`src/rtl/ps2_pkg.sv`:
```
// rtl/ps2_pkg.sv - shared types and constants for the PS/2 key event controller
package ps2_pkg;

  // Frame capture FSM states
  typedef enum logic [1:0] {
    IDLE   = 2'd0,
    DATA   = 2'd1,
    PARITY = 2'd2,
    STOP   = 2'd3
  } ps2_state_e;

  // Prefix bytes folded into the following key event
  localparam logic [7:0] PS2_PFX_EXT = 8'hE0;
  localparam logic [7:0] PS2_PFX_BRK = 8'hF0;

  // One buffered key event
  typedef struct packed {
    logic [7:0] code;
    logic       brk;
    logic       ext;
  } ps2_evt_t;

endpackage

```
`src/rtl/ps2_evt_fifo.sv`:
```
// rtl/ps2_evt_fifo.sv - synchronous event FIFO of ps2_evt_t entries
//
// Ports:
//   clk_i, rst_i      system clock, asynchronous active-high reset
//   push_i/push_data_i  write request and entry
//   pop_i             read request (ignored when empty)
//   head_o            oldest entry; all zeros when empty
//   full_o, empty_o   occupancy flags
//
// A push while full succeeds only when a pop happens in the same cycle.
module ps2_evt_fifo
  import ps2_pkg::*;
#(
  parameter int DEPTH = 4
) (
  input  logic     clk_i,
  input  logic     rst_i,
  input  logic     push_i,
  input  ps2_evt_t push_data_i,
  input  logic     pop_i,
  output ps2_evt_t head_o,
  output logic     full_o,
  output logic     empty_o
);

  localparam int AW = $clog2(DEPTH);

  // Pointers carry one extra wrap bit to tell full from empty
  logic [AW:0] wr_q, rd_q;
  ps2_evt_t    mem_q [DEPTH];
  logic        do_push, do_pop;

  assign empty_o = (wr_q == rd_q);
  assign full_o  = (wr_q[AW] != rd_q[AW]) && (wr_q[AW-1:0] == rd_q[AW-1:0]);
  assign do_pop  = pop_i && !empty_o;
  assign do_push = push_i && (!full_o || do_pop);
  assign head_o  = empty_o ? '0 : mem_q[rd_q[AW-1:0]];

  always_ff @(posedge clk_i or posedge rst_i) begin
    if (rst_i) begin
      wr_q <= '0;
      rd_q <= '0;
      for (int i = 0; i < DEPTH; i++) mem_q[i] <= '0;
    end else begin
      if (do_push) begin
        mem_q[wr_q[AW-1:0]] <= push_data_i;
        wr_q                <= wr_q + 1'b1;
      end
      if (do_pop) rd_q <= rd_q + 1'b1;
    end
  end

endmodule

```
`src/rtl/ps2_key_event_ctrl.sv`:
```
// rtl/ps2_key_event_ctrl.sv - PS/2 keyboard frame capture, prefix folding and event buffering
//
// Ports:
//   clock, reset          system clock, asynchronous active-high reset
//   PS2_clock, PS2_data   raw PS/2 pins, asynchronous to clock
//   evt_valid/evt_ready   event FIFO handshake, pop on valid && ready
//   evt_code/break/ext    head event (zero when empty)
//   frame_err             1-cycle pulse on bad start/parity/stop or timeout
//   overflow              1-cycle pulse when an event is dropped on a full FIFO
//
// Optional feature macro: PS2_TIMEOUT_EN builds a mid-frame idle timeout of
// TIMEOUT_CYC cycles; without it a stalled frame waits for further edges.
module ps2_key_event_ctrl
  import ps2_pkg::*;
#(
  parameter int FIFO_DEPTH  = 4,
  parameter int TIMEOUT_CYC = 50000
) (
  input  logic       clock,
  input  logic       reset,
  input  logic       PS2_clock,
  input  logic       PS2_data,
  output logic       evt_valid,
  input  logic       evt_ready,
  output logic [7:0] evt_code,
  output logic       evt_break,
  output logic       evt_ext,
  output logic       frame_err,
  output logic       overflow
);

  // Pin synchronizers; clk_prev_q gives the falling-edge detector
  logic ps2c_s1_q, ps2c_s2_q, ps2c_prev_q;
  logic ps2d_s1_q, ps2d_s2_q;
  logic sample;

  always_ff @(posedge clock or posedge reset) begin
    if (reset) begin
      ps2c_s1_q   <= 1'b0;
      ps2c_s2_q   <= 1'b0;
      ps2c_prev_q <= 1'b0;
      ps2d_s1_q   <= 1'b0;
      ps2d_s2_q   <= 1'b0;
    end else begin
      ps2c_s1_q   <= PS2_clock;
      ps2c_s2_q   <= ps2c_s1_q;
      ps2c_prev_q <= ps2c_s2_q;
      ps2d_s1_q   <= PS2_data;
      ps2d_s2_q   <= ps2d_s1_q;
    end
  end

  assign sample = ps2c_prev_q & ~ps2c_s2_q;

  // Frame FSM state
  ps2_state_e state_q, state_d;
  logic [2:0] bitcnt_q, bitcnt_d;
  logic [7:0] shreg_q, shreg_d;
  logic       par_q, par_d;
  logic       byte_ok_q, byte_ok_d;
  logic       frame_err_q, frame_err_d;
  logic       tmo_hit;

`ifdef PS2_TIMEOUT_EN
  localparam int TO_W = $clog2(TIMEOUT_CYC);
  logic [TO_W-1:0] to_cnt_q;

  assign tmo_hit = (state_q != IDLE) && (to_cnt_q == TO_W'(TIMEOUT_CYC - 1));

  always_ff @(posedge clock or posedge reset) begin
    if (reset)                               to_cnt_q <= '0;
    else if (sample || state_q == IDLE || tmo_hit) to_cnt_q <= '0;
    else                                     to_cnt_q <= to_cnt_q + 1'b1;
  end
`else
  assign tmo_hit = 1'b0;
`endif

  always_comb begin
    state_d     = state_q;
    bitcnt_d    = bitcnt_q;
    shreg_d     = shreg_q;
    par_d       = par_q;
    byte_ok_d   = 1'b0;
    frame_err_d = 1'b0;
    if (sample) begin
      unique case (state_q)
        IDLE: begin
          if (!ps2d_s2_q) begin
            state_d  = DATA;
            bitcnt_d = 3'd0;
          end else begin
            frame_err_d = 1'b1;
          end
        end
        DATA: begin
          shreg_d  = {ps2d_s2_q, shreg_q[7:1]};
          bitcnt_d = bitcnt_q + 3'd1;
          if (bitcnt_q == 3'd7) state_d = PARITY;
        end
        PARITY: begin
          par_d   = ps2d_s2_q;
          state_d = STOP;
        end
        STOP: begin
          // Odd parity over data plus parity bit, stop bit must be high
          if (ps2d_s2_q && (^{shreg_q, par_q})) byte_ok_d = 1'b1;
          else                                  frame_err_d = 1'b1;
          state_d = IDLE;
        end
        default: state_d = IDLE;
      endcase
    end else if (tmo_hit) begin
      frame_err_d = 1'b1;
      state_d     = IDLE;
    end
  end

  always_ff @(posedge clock or posedge reset) begin
    if (reset) begin
      state_q     <= IDLE;
      bitcnt_q    <= '0;
      shreg_q     <= '0;
      par_q       <= 1'b0;
      byte_ok_q   <= 1'b0;
      frame_err_q <= 1'b0;
    end else begin
      state_q     <= state_d;
      bitcnt_q    <= bitcnt_d;
      shreg_q     <= shreg_d;
      par_q       <= par_d;
      byte_ok_q   <= byte_ok_d;
      frame_err_q <= frame_err_d;
    end
  end

  // Prefix decoder: shreg_q stays stable during the byte_ok_q cycle
  logic     ext_pend_q, ext_pend_d;
  logic     brk_pend_q, brk_pend_d;
  logic     evt_push, evt_pop;
  logic     fifo_full, fifo_empty;
  logic     overflow_q, overflow_d;
  ps2_evt_t push_evt, head_evt;

  always_comb begin
    ext_pend_d = ext_pend_q;
    brk_pend_d = brk_pend_q;
    evt_push   = 1'b0;
    push_evt   = '{code: shreg_q, brk: brk_pend_q, ext: ext_pend_q};
    if (frame_err_q) begin
      ext_pend_d = 1'b0;
      brk_pend_d = 1'b0;
    end else if (byte_ok_q) begin
      if (shreg_q == PS2_PFX_EXT) begin
        ext_pend_d = 1'b1;
      end else if (shreg_q == PS2_PFX_BRK) begin
        brk_pend_d = 1'b1;
      end else begin
        evt_push   = 1'b1;
        ext_pend_d = 1'b0;
        brk_pend_d = 1'b0;
      end
    end
  end

  assign evt_pop    = evt_valid && evt_ready;
  assign overflow_d = evt_push && fifo_full && !evt_pop;

  always_ff @(posedge clock or posedge reset) begin
    if (reset) begin
      ext_pend_q <= 1'b0;
      brk_pend_q <= 1'b0;
      overflow_q <= 1'b0;
    end else begin
      ext_pend_q <= ext_pend_d;
      brk_pend_q <= brk_pend_d;
      overflow_q <= overflow_d;
    end
  end

  ps2_evt_fifo #(.DEPTH(FIFO_DEPTH)) u_fifo (
    .clk_i       (clock),
    .rst_i       (reset),
    .push_i      (evt_push),
    .push_data_i (push_evt),
    .pop_i       (evt_pop),
    .head_o      (head_evt),
    .full_o      (fifo_full),
    .empty_o     (fifo_empty)
  );

  assign evt_valid = !fifo_empty;
  assign evt_code  = head_evt.code;
  assign evt_break = head_evt.brk;
  assign evt_ext   = head_evt.ext;
  assign frame_err = frame_err_q;
  assign overflow  = overflow_q;

endmodule

```
`config.mk`:
```
export PLATFORM = sky130hd
export DESIGN_NAME = ps2_key_event_ctrl
export DESIGN_NICKNAME = d
export VERILOG_FILES = /design/src/rtl/ps2_pkg.sv /design/src/rtl/ps2_evt_fifo.sv /design/src/rtl/ps2_key_event_ctrl.sv
export SDC_FILE = /design/constraint.sdc
export NUM_CORES = 1
export LEC_CHECK = 0
export BUFFER_PORTS_ARGS = -buffer_cell sky130_fd_sc_hd__buf_4
export CAP_MARGIN = 10
export CORE_ASPECT_RATIO = 0.5
export CORE_MARGIN = 1.5
export CORE_UTILIZATION = 54
export DETAILED_ROUTE_END_ITERATION = 7
export GPL_TIMING_DRIVEN = 0
export PLACE_DENSITY = 0.75
export SKIP_CTS_REPAIR_TIMING = 1
export SYNTH_ARGS = -nofsm -noshare
export SYNTH_HDL_FRONTEND = slang
export SYNTH_SLANG_ARGS = --single-unit
```
`constraint.sdc`:
```
create_clock -name clock -period 1.8 [get_ports clock]
set_input_delay 0.09 -clock clock [delete_from_list [all_inputs] [get_ports clock]]
set_output_delay 0.09 -clock clock [all_outputs]
set_load 0.02 [all_outputs]
```
==> impl_metrics.ini, run 1 <==
[cells_and_area]
antenna_cells = 0
finalNonFillerCells = 357
fillers = 308
layout-drive-gt1-share_pct = 53.2
final-seq-area_um2 = 1760
finalNetCount = 296
syn2layout_area_growth_pct = 35.6
multi_input_area_um2 = 1730

[global_route]
grt_use_met2_pct = 34.9
antenna_found_initial = 0
grt_max_degree = 46
grt_pass1_wl_um = 9960
grt-ovfl-total = 0
grtUsageMet1_pct = 26.2
grt_pass1_vias = 2002
grtUsageMet3_pct = 9.10
top_usage_layer = met2
track_usage_pct = 21.5

[hold_path]
worstHoldEndpoint = u_fifo.rd_q[2]$_DFFE_PP0P_
min_path_cells = 3
hold_start = evt_ready
worstHoldPathType = primary input to flip-flop

[critical_path]
worstReg2RegEnd = u_fifo.mem_q[3]$_DFFE_PP0P_
critical_path.startpoint_type = flip-flop
endpoint_kind = flip-flop
reg2reg_from = u_fifo.rd_q[0]$_DFFE_PP0P_
cp_data_required_time_ps = 2020
critPathMaxFanout = 5
reg2reg_depth = 6
critPathKind = flip-flop to flip-flop
arrival_ps = 2150
r2r_setup_slack_ps = -130

[outcome]
violations = setup timing
status = finished with violations

[power_and_ir_drop]
power.leakage_nw = 2.08
ir_drop_v = 0.000967
powerDensity_nw_per_um2 = 1470
p_total_mw = 6.51

[route]
drc = 0
wl_um = 7150
drt-initial-drc-count = 101
avgViaCountPerCell = 5.59
dr.pass1.iters = 4
wire_per_inst_um = 20.0
num_vias = 1994
postRouteAntennaNets = 0

[clocking]
clock_sinks = 70
cts_max_level = 3
cts_buffer_depth = 2
cts-root-buf = clkbuf_16
tritoncts = yes
cts_buffers = 9
clkLatencyLatePin_ps = 340
clkTransAtPathRegs_ps = 60

[sta]
setup_viol = 51
fin_crit_sh_pct = 107
skew_ps = 9.64
min_period_ps = 1930
relSlewSlack_pct = 61.3
rsz0062_at_grt = yes
setup_ws_ps = -129
hold_viol = 0
slew_violations = 0
max_clock_freq_mhz = 518
tightest_slew_ps = 579

[logic_synthesis]
yosysWarningCount = 0
synth.avg_cell_area_um2 = 14.4
synth.distinct_cells = 31
synth_fp_nets = 244
ys_seq_area_share_pct = 53.6
syn-cell-area_um2 = 3270
synth_cells = 227
synth_seq_cells = 70

[die]
rows = 19
start_util_pct = 57.8
core_area_um2 = 5660
dieWidth_um = 113
dieHeight_um = 58.0
num_io_pins = 18
die_area_um2 = 6560

[place]
place_hpwl_um = 3850
gp_congestion = 0.773
portBuffers = 17
dp_cells = 318

[run]
cap_violations = 0
[cell usage in the layout, fill, tap and decap left out, types with 2 or more instances in the layout]
cell type,instances
dfrtp_1,61
mux2_4,39
buf_4,27
buf_6,16
mux2_2,13
ha_1,12
mux4_2,10
clkbuf_16,10
dfrtp_2,9
inv_1,8
nor2b_1,7
nor2_1,6
xnor2_1,5
nor3b_4,5
nor2b_4,5
a21oi_1,4
nand2_1,3
o21ai_0,3
nand2b_1,3
xor2_1,3
dlygate4sd3_1,3
xor2_4,2
buf_12,2
nand3b_1,2
mux2i_1,2
clkinvlp_4,2
a22o_1,2
clkbuf_1,2
clkbuf_8,2
[worst max-delay path: stages, from the launching register on]
cell	delay (ps)
dfrtp_2	500
xor2_4	260
nor4_4	80
buf_4	150
nor3b_4	290
buf_6	200
mux2_4	310
[worst max-delay path by stage]
stage	start	depth (start not counted)	endpoint
after floorplan	shreg_q[1]$_DFFE_PP0P_	5	frame_err$_DFF_PP0_
after global placement	shreg_q[0]$_DFFE_PP0P_	5	u_fifo.mem_q[25]$_DFFE_PP0P_
after detailed placement	shreg_q[0]$_DFFE_PP0P_	5	u_fifo.mem_q[35]$_DFFE_PP0P_
after CTS	u_fifo.wr_q[1]$_DFFE_PP0P_	5	evt_code[1]
after global routing	u_fifo.rd_q[0]$_DFFE_PP0P_	4	evt_code[3]
final	u_fifo.rd_q[0]$_DFFE_PP0P_	6	u_fifo.mem_q[3]$_DFFE_PP0P_
[kinds of logic after synthesis]
logic type,Yosys count,share of synthesized area [%]
buf+inv,20,2.72
simple gates,37,6.97
mux,64,25.4
compound gates,11,2.37
fa+ha+maj,12,4.59
xor+xnor,13,4.36
flops,70,53.6
[through the flow]
| stage | worst slack [ps] | instance area [µm²] | setup TNS [ps] | hold WS [ps] | utilization (%) |
|---|---|---|---|---|---|
| floorplan | 24.1 | 3270 | 0 | 121 | - |
| global placement | -302 | 3490 | -11010 | 199 | 61.7 |
| detailed placement | -378 | 3510 | -13920 | 188 | 62.1 |
| CTS | -446 | 3810 | -19190 | -175 | 67.4 |
| global route | -190 | 4430 | -6770 | 89.6 | 78.3 |
| finish | -129 | 4430 | -4430 | 80.3 | 78.3 |
[routing by layer]
| layer | vias up | wire length (µm) |
|---|---|---|
| met5 | - | 0 |
| met4 | 0 | 119 |
| met3 | 13 | 374 |
| met2 | 41 | 3400 |
| met1 | 1038 | 3260 |
| li1 | 902 | - |
[area by class of cell]
cell class	instances	area share (%)
plain buffers	8	2.03
clock buffers	13	5.87
clock inverters	3	0.960
inverters	9	0.847
multi-input cells	137	39.1
flip-flops and latches	70	39.8
well taps	73	2.06
repair buffers	44	9.32
[state kept, by name, indices dropped and copies added (netlist names), 2 cells and up]
signal        count
u_fifo.rd_q       3
bitcnt_q          3
u_fifo.mem_q     40
state_q           2
shreg_q           8
u_fifo.wr_q       3
[synthesized netlist by cell type]
| cell | n | area [µm²] |
|---|---|---|
| a21oi_1 | 4 | 20.0 |
| a22o_1 | 2 | 17.5 |
| and2_1 | 1 | 6.26 |
| buf_2 | 5 | 25.0 |
| buf_6 | 1 | 11.3 |
| clkbuf_1 | 5 | 18.8 |
| dfrtp_1 | 70 | 1750 |
| ha_1 | 12 | 150 |
| inv_1 | 9 | 33.8 |
| mux2_1 | 3 | 33.8 |
| mux2_2 | 49 | 552 |
| mux2i_1 | 2 | 20.0 |
| mux4_2 | 10 | 225 |
| nand2_1 | 3 | 11.3 |
| nand2b_1 | 3 | 18.8 |
| nand3_1 | 1 | 5.00 |
| nand3b_1 | 2 | 15.0 |
| nand4b_1 | 1 | 8.76 |
| nor2_1 | 6 | 22.5 |
| nor2b_1 | 12 | 75.1 |
| nor3b_1 | 5 | 37.5 |
| nor4_1 | 1 | 6.26 |
| nor4_2 | 1 | 12.5 |
| o21ai_0 | 3 | 15.0 |
| o41ai_1 | 1 | 8.76 |
| o41ai_2 | 1 | 16.3 |
| or3b_2 | 1 | 8.76 |
| xnor2_1 | 6 | 52.6 |
| xnor3_1 | 1 | 22.5 |
| xor2_1 | 5 | 43.8 |
| xor3_1 | 1 | 23.8 |
[power breakdown]
part	switching, mW	total [mW]	internal, mW
clock network	0.643	1.79	1.15
logic	1.09	2.43	1.34
registers	0.399	2.29	1.89
total	2.13	6.51	4.38
(Power assumes the default switching activity.)
==> inputs of run 2 (changes only) <==
--- a/config.mk
+++ b/config.mk
@@ -9,11 +9,12 @@
 export CAP_MARGIN = 10
 export CORE_ASPECT_RATIO = 0.5
 export CORE_MARGIN = 1.5
-export CORE_UTILIZATION = 54
+export CORE_UTILIZATION = 55
 export DETAILED_ROUTE_END_ITERATION = 7
 export GPL_TIMING_DRIVEN = 0
-export PLACE_DENSITY = 0.75
+export PLACE_DENSITY = 0.76
 export SKIP_CTS_REPAIR_TIMING = 1
 export SYNTH_ARGS = -nofsm -noshare
 export SYNTH_HDL_FRONTEND = slang
+export SYNTH_HIERARCHICAL = 1
 export SYNTH_SLANG_ARGS = --single-unit
==> run 2 against run 1 <==
The run still ends with setup timing left. Routed wire length increased by 4.3%. Highest routed layer unchanged. Critical endpoint is now u_fifo/mem_q[7]$_DFFE_PP0P_. Hold slack better by 15 ps. Power is 8.6% higher. Die area up 0.75%.
==> impl_metrics.ini, run 2 <==
[global_route]
grt-ovfl-total = 0
grt_pass1_wl_um = 10400
grt_max_degree = 39
track_usage_pct = 21.9
grt_pass1_vias = 2007
antenna_found_initial = 0

[hold_path]
worstHoldPathType = primary input to flip-flop

[die]
dieHeight_um = 58.2
die_area_um2 = 6610
core_area_um2 = 5680
dieWidth_um = 113
num_io_pins = 18
start_util_pct = 59.1
rows = 19

[run]
cap_violations = 0

[cells_and_area]
fillers = 300
final_common_cell = dfrtp_1
fin_util_pct = 79.9
syn2layout_area_growth_pct = 35.2
finalNetCount = 303
layout-drive-gt1-share_pct = 53.3
reg_top3 = u_fifo/mem_q: 40 flops, shreg_q: 8 flops
layout_common_cells = 59 x dfrtp_1, 39 x mux2_4, 37 x buf_4
antenna_cells = 0
regMostFlops = u_fifo/mem_q
largest_reg_flops = 40
finalNonFillerCells = 364

[clocking]
clock_sinks = 70
cts_buffers = 9
clkLatencyLatePin_ps = 330
clkTransAtPathRegs_ps = 50
cts_buffer_depth = 2
tritoncts = yes
cts_max_level = 3
cts-root-buf = clkbuf_16

[outcome]
violations = setup timing
status = finished with violations

[logic_synthesis]
ys_top_cells_by_count = 70 x dfrtp_1, 49 x mux2_2, 12 x ha_1, 12 x nor2b_1, 10 x mux4_2
yosysWarningCount = 6
synth.avg_cell_area_um2 = 14.8
synth_fp_nets = 244
async_reset_ff_share_pct = 100
synth-edff-count = 0
synth-main-ff-cell = dfrtp_1
synth.area.top_cells = dfrtp_1 52%, mux2_2 16%, mux4_2 6.7%, ha_1 4.5%, o41ai_4 2.5%
yosys.area.top_type = dfrtp_1
synth.distinct_cells = 37
synth_most_common_cell = dfrtp_1
ys_seq_area_share_pct = 52.2
synth_cells = 227
syn-cell-area_um2 = 3360
synth_top_area_share_pct = 52.2
synth_seq_cells = 70

[critical_path]
critical_path.startpoint_type = flip-flop
critPathMaxFanout = 7
cpPeakStageDelay_ps = 450
crit_buf_inv = 4
critPathKind = flip-flop to flip-flop
crit_family = buffers and inverters
arrival_ps = 2490
cpMostUsedCell = buf_6
endpoint_kind = flip-flop
cp_cell_sequence = xor2_2 -> nor3_4 -> buf_6 -> nor2b_4 -> buf_8 -> o41ai_4 -> buf_4 -> buf_6 -> mux2_4
cp_data_required_time_ps = 2010
crit_slowest_cell = dfrtp_2

[sta]
fin_crit_sh_pct = 127
setup_ws_ps = -478
tightest_slew_ps = 962
relSlewSlack_pct = 35.8
setup_viol = 54
hold_viol = 0
min_period_ps = 2280
rsz0062_at_grt = yes
slew_violations = 0
max_clock_freq_mhz = 439
fin_tns_setup_ps = -19630
skew_ps = 5.31

[route]
num_vias = 2106
avgViaCountPerCell = 5.79
dr.pass1.iters = 4
drt-initial-drc-count = 135
drc = 0
wire_per_inst_um = 20.5
postRouteAntennaNets = 0
wl_um = 7460

[place]
dpl_worst_slack_ps = -1080
place_hpwl_um = 4090
gp_congestion = 0.736
portBuffers = 17
dp_cells = 318

[power_and_ir_drop]
ir_drop_v = 0.00106
powerDensity_nw_per_um2 = 1560
power.leakage_nw = 2.25
## run 2: cell count changes after synthesis, sizes merged, moves of 2 or more
| cell | delta |
|---|---|
| nor3b | -5 |
| and2 | +3 |
| nand3b | -2 |
| nor3 | +2 |
| o41ai | +4 |
| buf | -3 |
| clkbuf | -3 |
## run 2: cell families after synthesis
kind of cell,share of synthesized area [%]
buffers and inverters,1.71
flip-flops,52.2
AO/OA/AOI/OAI,5.52
XOR/XNOR,5.22
adder cells (fa/ha/maj),4.47
AND/OR/NAND/NOR,6.11
multiplexers,24.8
## run 2: area by class of cell
class,count,area (µm²),area share (%)
multi-input cells,143,1810,39.9
flip-flops and latches,70,1770,38.9
repair buffers,48,433,9.54
clock buffers,14,284,6.26
well taps,73,91.3,2.01
plain buffers,5,81.3,1.79
clock inverters,2,37.5,0.827
inverters,9,33.8,0.745
## run 2: stage by stage
step / hold WS (ps) / cell area, µm² / power, mW
5_1_grt: 94.3 / 4540 / 7.44
6_report: 95.0 / 4540 / 7.07
4_1_cts: -316 / 3980 / 6.19
3_3_place_gp: 200 / 3630 / 4.21
2_1_floorplan: 105 / 3410 / 3.80
3_5_place_dp: 37.5 / 3650 / 4.32
## run 2: worst register-to-register path, delay by kind of cell (launching register included)
kind / cells / cell delay, ps
AND/OR/NAND/NOR: 2 / 280
flip-flops: 1 / 450
buffers and inverters: 4 / 630
multiplexers: 1 / 310
XOR/XNOR: 1 / 230
AO/OA/AOI/OAI: 1 / 270
## run 2: final timing paths
| check | slack (ps) | to | depth (start not counted) | start |
|---|---|---|---|---|
| worst max-delay path | -480 | u_fifo/mem_q[7]$_DFFE_PP0P_ | 9 | u_fifo/rd_q[2]$_DFFE_PP0P_ |
| worst min-delay path | 100 | overflow$_DFF_PP0_ | 3 | evt_ready |
| worst max register to register | -480 | u_fifo/mem_q[7]$_DFFE_PP0P_ | 9 | u_fifo/rd_q[2]$_DFFE_PP0P_ |
| worst min register to register | 350 | ps2d_s2_q$_DFF_PP0_ | 0 | ps2d_s1_q$_DFF_PP0_ |
| max in group asynchronous | 580 | shreg_q[7]$_DFFE_PP0P_ | 3 | reset |
| min in group asynchronous | 250 | u_fifo/mem_q[17]$_DFFE_PP0P_ | 3 | reset |
## run 2: where the power goes
group | internal, mW | leakage, nW | switching [mW]
Combinational | 1.55 | 1.17 | 1.37
Clock | 1.22 | 0.155 | 0.621
Sequential | 1.89 | 0.928 | 0.420
## run 2: routing by layer
| layer | GRT usage, % | vias up | wire (µm) |
|---|---|---|---|
| met5 | 0 | - | 0 |
| met4 | 6.43 | 0 | 156 |
| met3 | 7.85 | 14 | 335 |
| met2 | 34.1 | 51 | 3560 |
| met1 | 29.5 | 1108 | 3410 |
| li1 | - | 933 | - |
==> inputs of run 3 (changes only) <==
--- a/config.mk
+++ b/config.mk
@@ -11,7 +11,6 @@
 export CORE_MARGIN = 1.5
 export CORE_UTILIZATION = 55
 export DETAILED_ROUTE_END_ITERATION = 7
-export GPL_TIMING_DRIVEN = 0
 export PLACE_DENSITY = 0.76
 export SKIP_CTS_REPAIR_TIMING = 1
 export SYNTH_ARGS = -nofsm -noshare
==> run 3 against run 2 <==
The flow still finishes with violations (setup timing). Critical path depth shrank 2. Clock skew shrank 1.1 ps. Register-to-register slack gained 210 ps. Sequential power shrank 8%. Worst setup slack gained 210 ps. Global-route usage grew 0.67 points. Core utilization shrank 1.6 points. Critical endpoint is now u_fifo/mem_q[4]$_DFFE_PP0P_. Largest power group unchanged. Die area is the same. First-iteration DRC count shrank 5.2%. Combinational power shrank 2%.
==> impl_metrics.ini, run 3 (same netlist as run 2, synthesis figures left out) <==
[outcome]
status = finished with violations
violations = setup timing

[critical_path]
critPathKind = flip-flop to flip-flop
reg2reg_depth = 7
arrival_ps = 2290
reg2reg_from = u_fifo/wr_q[1]$_DFFE_PP0P_
startpoint = u_fifo/wr_q[1]$_DFFE_PP0P_
r2r_setup_slack_ps = -270
endpoint_kind = flip-flop
critPathMaxFanout = 11
cp_data_required_time_ps = 2020
critical_path.startpoint_type = flip-flop
cp-endpoint = u_fifo/mem_q[4]$_DFFE_PP0P_
worstReg2RegEnd = u_fifo/mem_q[4]$_DFFE_PP0P_

[sta]
hold_viol = 0
slew_violations = 0
setup_viol = 55
relSlewSlack_pct = 67.1
rsz0062_at_grt = yes
setup_ws_ps = -271
fin_crit_sh_pct = 115
max_clock_freq_mhz = 483
tightest_slew_ps = 491
min_period_ps = 2070
skew_ps = 4.20

[power_and_ir_drop]
ir_drop_v = 0.00117
powerDensity_nw_per_um2 = 1510
power.leakage_nw = 2.24

[route]
drt-initial-drc-count = 128
wl_um = 7240
avgViaCountPerCell = 5.75
num_vias = 2103
wire_per_inst_um = 19.8
drc = 0
postRouteAntennaNets = 0
dr.pass1.iters = 4

[die]
dieWidth_um = 113
dieHeight_um = 58.2
rows = 19
start_util_pct = 59.1
num_io_pins = 18
core_area_um2 = 5680
die_area_um2 = 6610

[cells_and_area]
syn2layout_area_growth_pct = 32.4
antenna_cells = 0
reg_top3 = u_fifo/mem_q: 40 flops, shreg_q: 8 flops
finalNonFillerCells = 366
largest_reg_flops = 40
layout_common_cells = 66 x dfrtp_1, 42 x buf_4, 37 x mux2_4
layout-drive-gt1-share_pct = 50.2
final_common_cell = dfrtp_1
finalNetCount = 305
regMostFlops = u_fifo/mem_q

[clocking]
cts_buffers = 9
cts-root-buf = clkbuf_16
cts_buffer_depth = 2
clkTransAtPathRegs_ps = 60
cts_max_level = 3
clock_sinks = 70
clkLatencyLatePin_ps = 330
tritoncts = yes

[run]
cap_violations = 0

[global_route]
track_usage_pct = 22.5
grt_pass1_wl_um = 10700
grt_pass1_vias = 2197
grt_max_degree = 41
antenna_found_initial = 0
grt-ovfl-total = 0

[place]
dpl_worst_slack_ps = -564
portBuffers = 17
place_hpwl_um = 4470
gp_congestion = 0.748
dp_cells = 342

[hold_path]
worstHoldPathType = primary input to async pin
[run 3: worst min-delay path by stage]
stage | from | slack [ps] | to
after CTS | reset | -330 | u_fifo/wr_q[1]$_DFFE_PP0P_
after global placement | reset | 20 | u_fifo/wr_q[1]$_DFFE_PP0P_
final | reset | 250 | u_fifo/wr_q[1]$_DFFE_PP0P_
after global routing | reset | 260 | u_fifo/wr_q[1]$_DFFE_PP0P_
after detailed placement | reset | 30 | u_fifo/wr_q[2]$_DFFE_PP0P_
after floorplan | reset | 100 | bitcnt_q[0]$_DFFE_PP0P_
[run 3: area by class of cell]
class / instances / area, µm²
clock buffer: 10 / 229
clock inverter: 6 / 61.3
fill: 324 / 1240
multi-input combinational: 143 / 1770
tap: 73 / 91.3
timing repair buffer: 55 / 500
sequential: 70 / 1760
inverter: 9 / 33.8
[run 3: critical path: stages, from the launching register on]
cell and delay [ps]:
dfrtp_2 440, xor2_4 200, nor3_4 260, nor2b_4 110, buf_6 130, o41ai_4 250, buf_12 200, mux2_2 340
[run 3: metal layers]
metal	track usage [%]	up-vias	part of all wire, %
met5	0	-	0
met3	9.31	6	4.8
met4	4.11	0	0.26
met1	27.2	1104	44
met2	39.2	45	51
li1	-	948	-
[run 3: through the flow]
| stage | setup TNS [ps] | power [mW] | cell area, µm² | utilization [%] | hold WS (ps) |
|---|---|---|---|---|---|
| after floorplan | -21090 | 3.80 | 3410 | - | 105 |
| after global placement | -17440 | 4.53 | 3850 | 67.8 | 24.8 |
| after detailed placement | -19040 | 4.66 | 3850 | 67.8 | 28.4 |
| after CTS | -21390 | 6.40 | 4140 | 72.9 | -326 |
| after global routing | -13270 | 7.03 | 4440 | 78.2 | 265 |
| final | -10390 | 6.70 | 4440 | 78.2 | 245 |
[run 3: power breakdown]
part	total, mW	switching [mW]	internal, mW
registers	2.13	0.253	1.88
logic	2.85	1.47	1.38
clock network	1.72	0.649	1.07
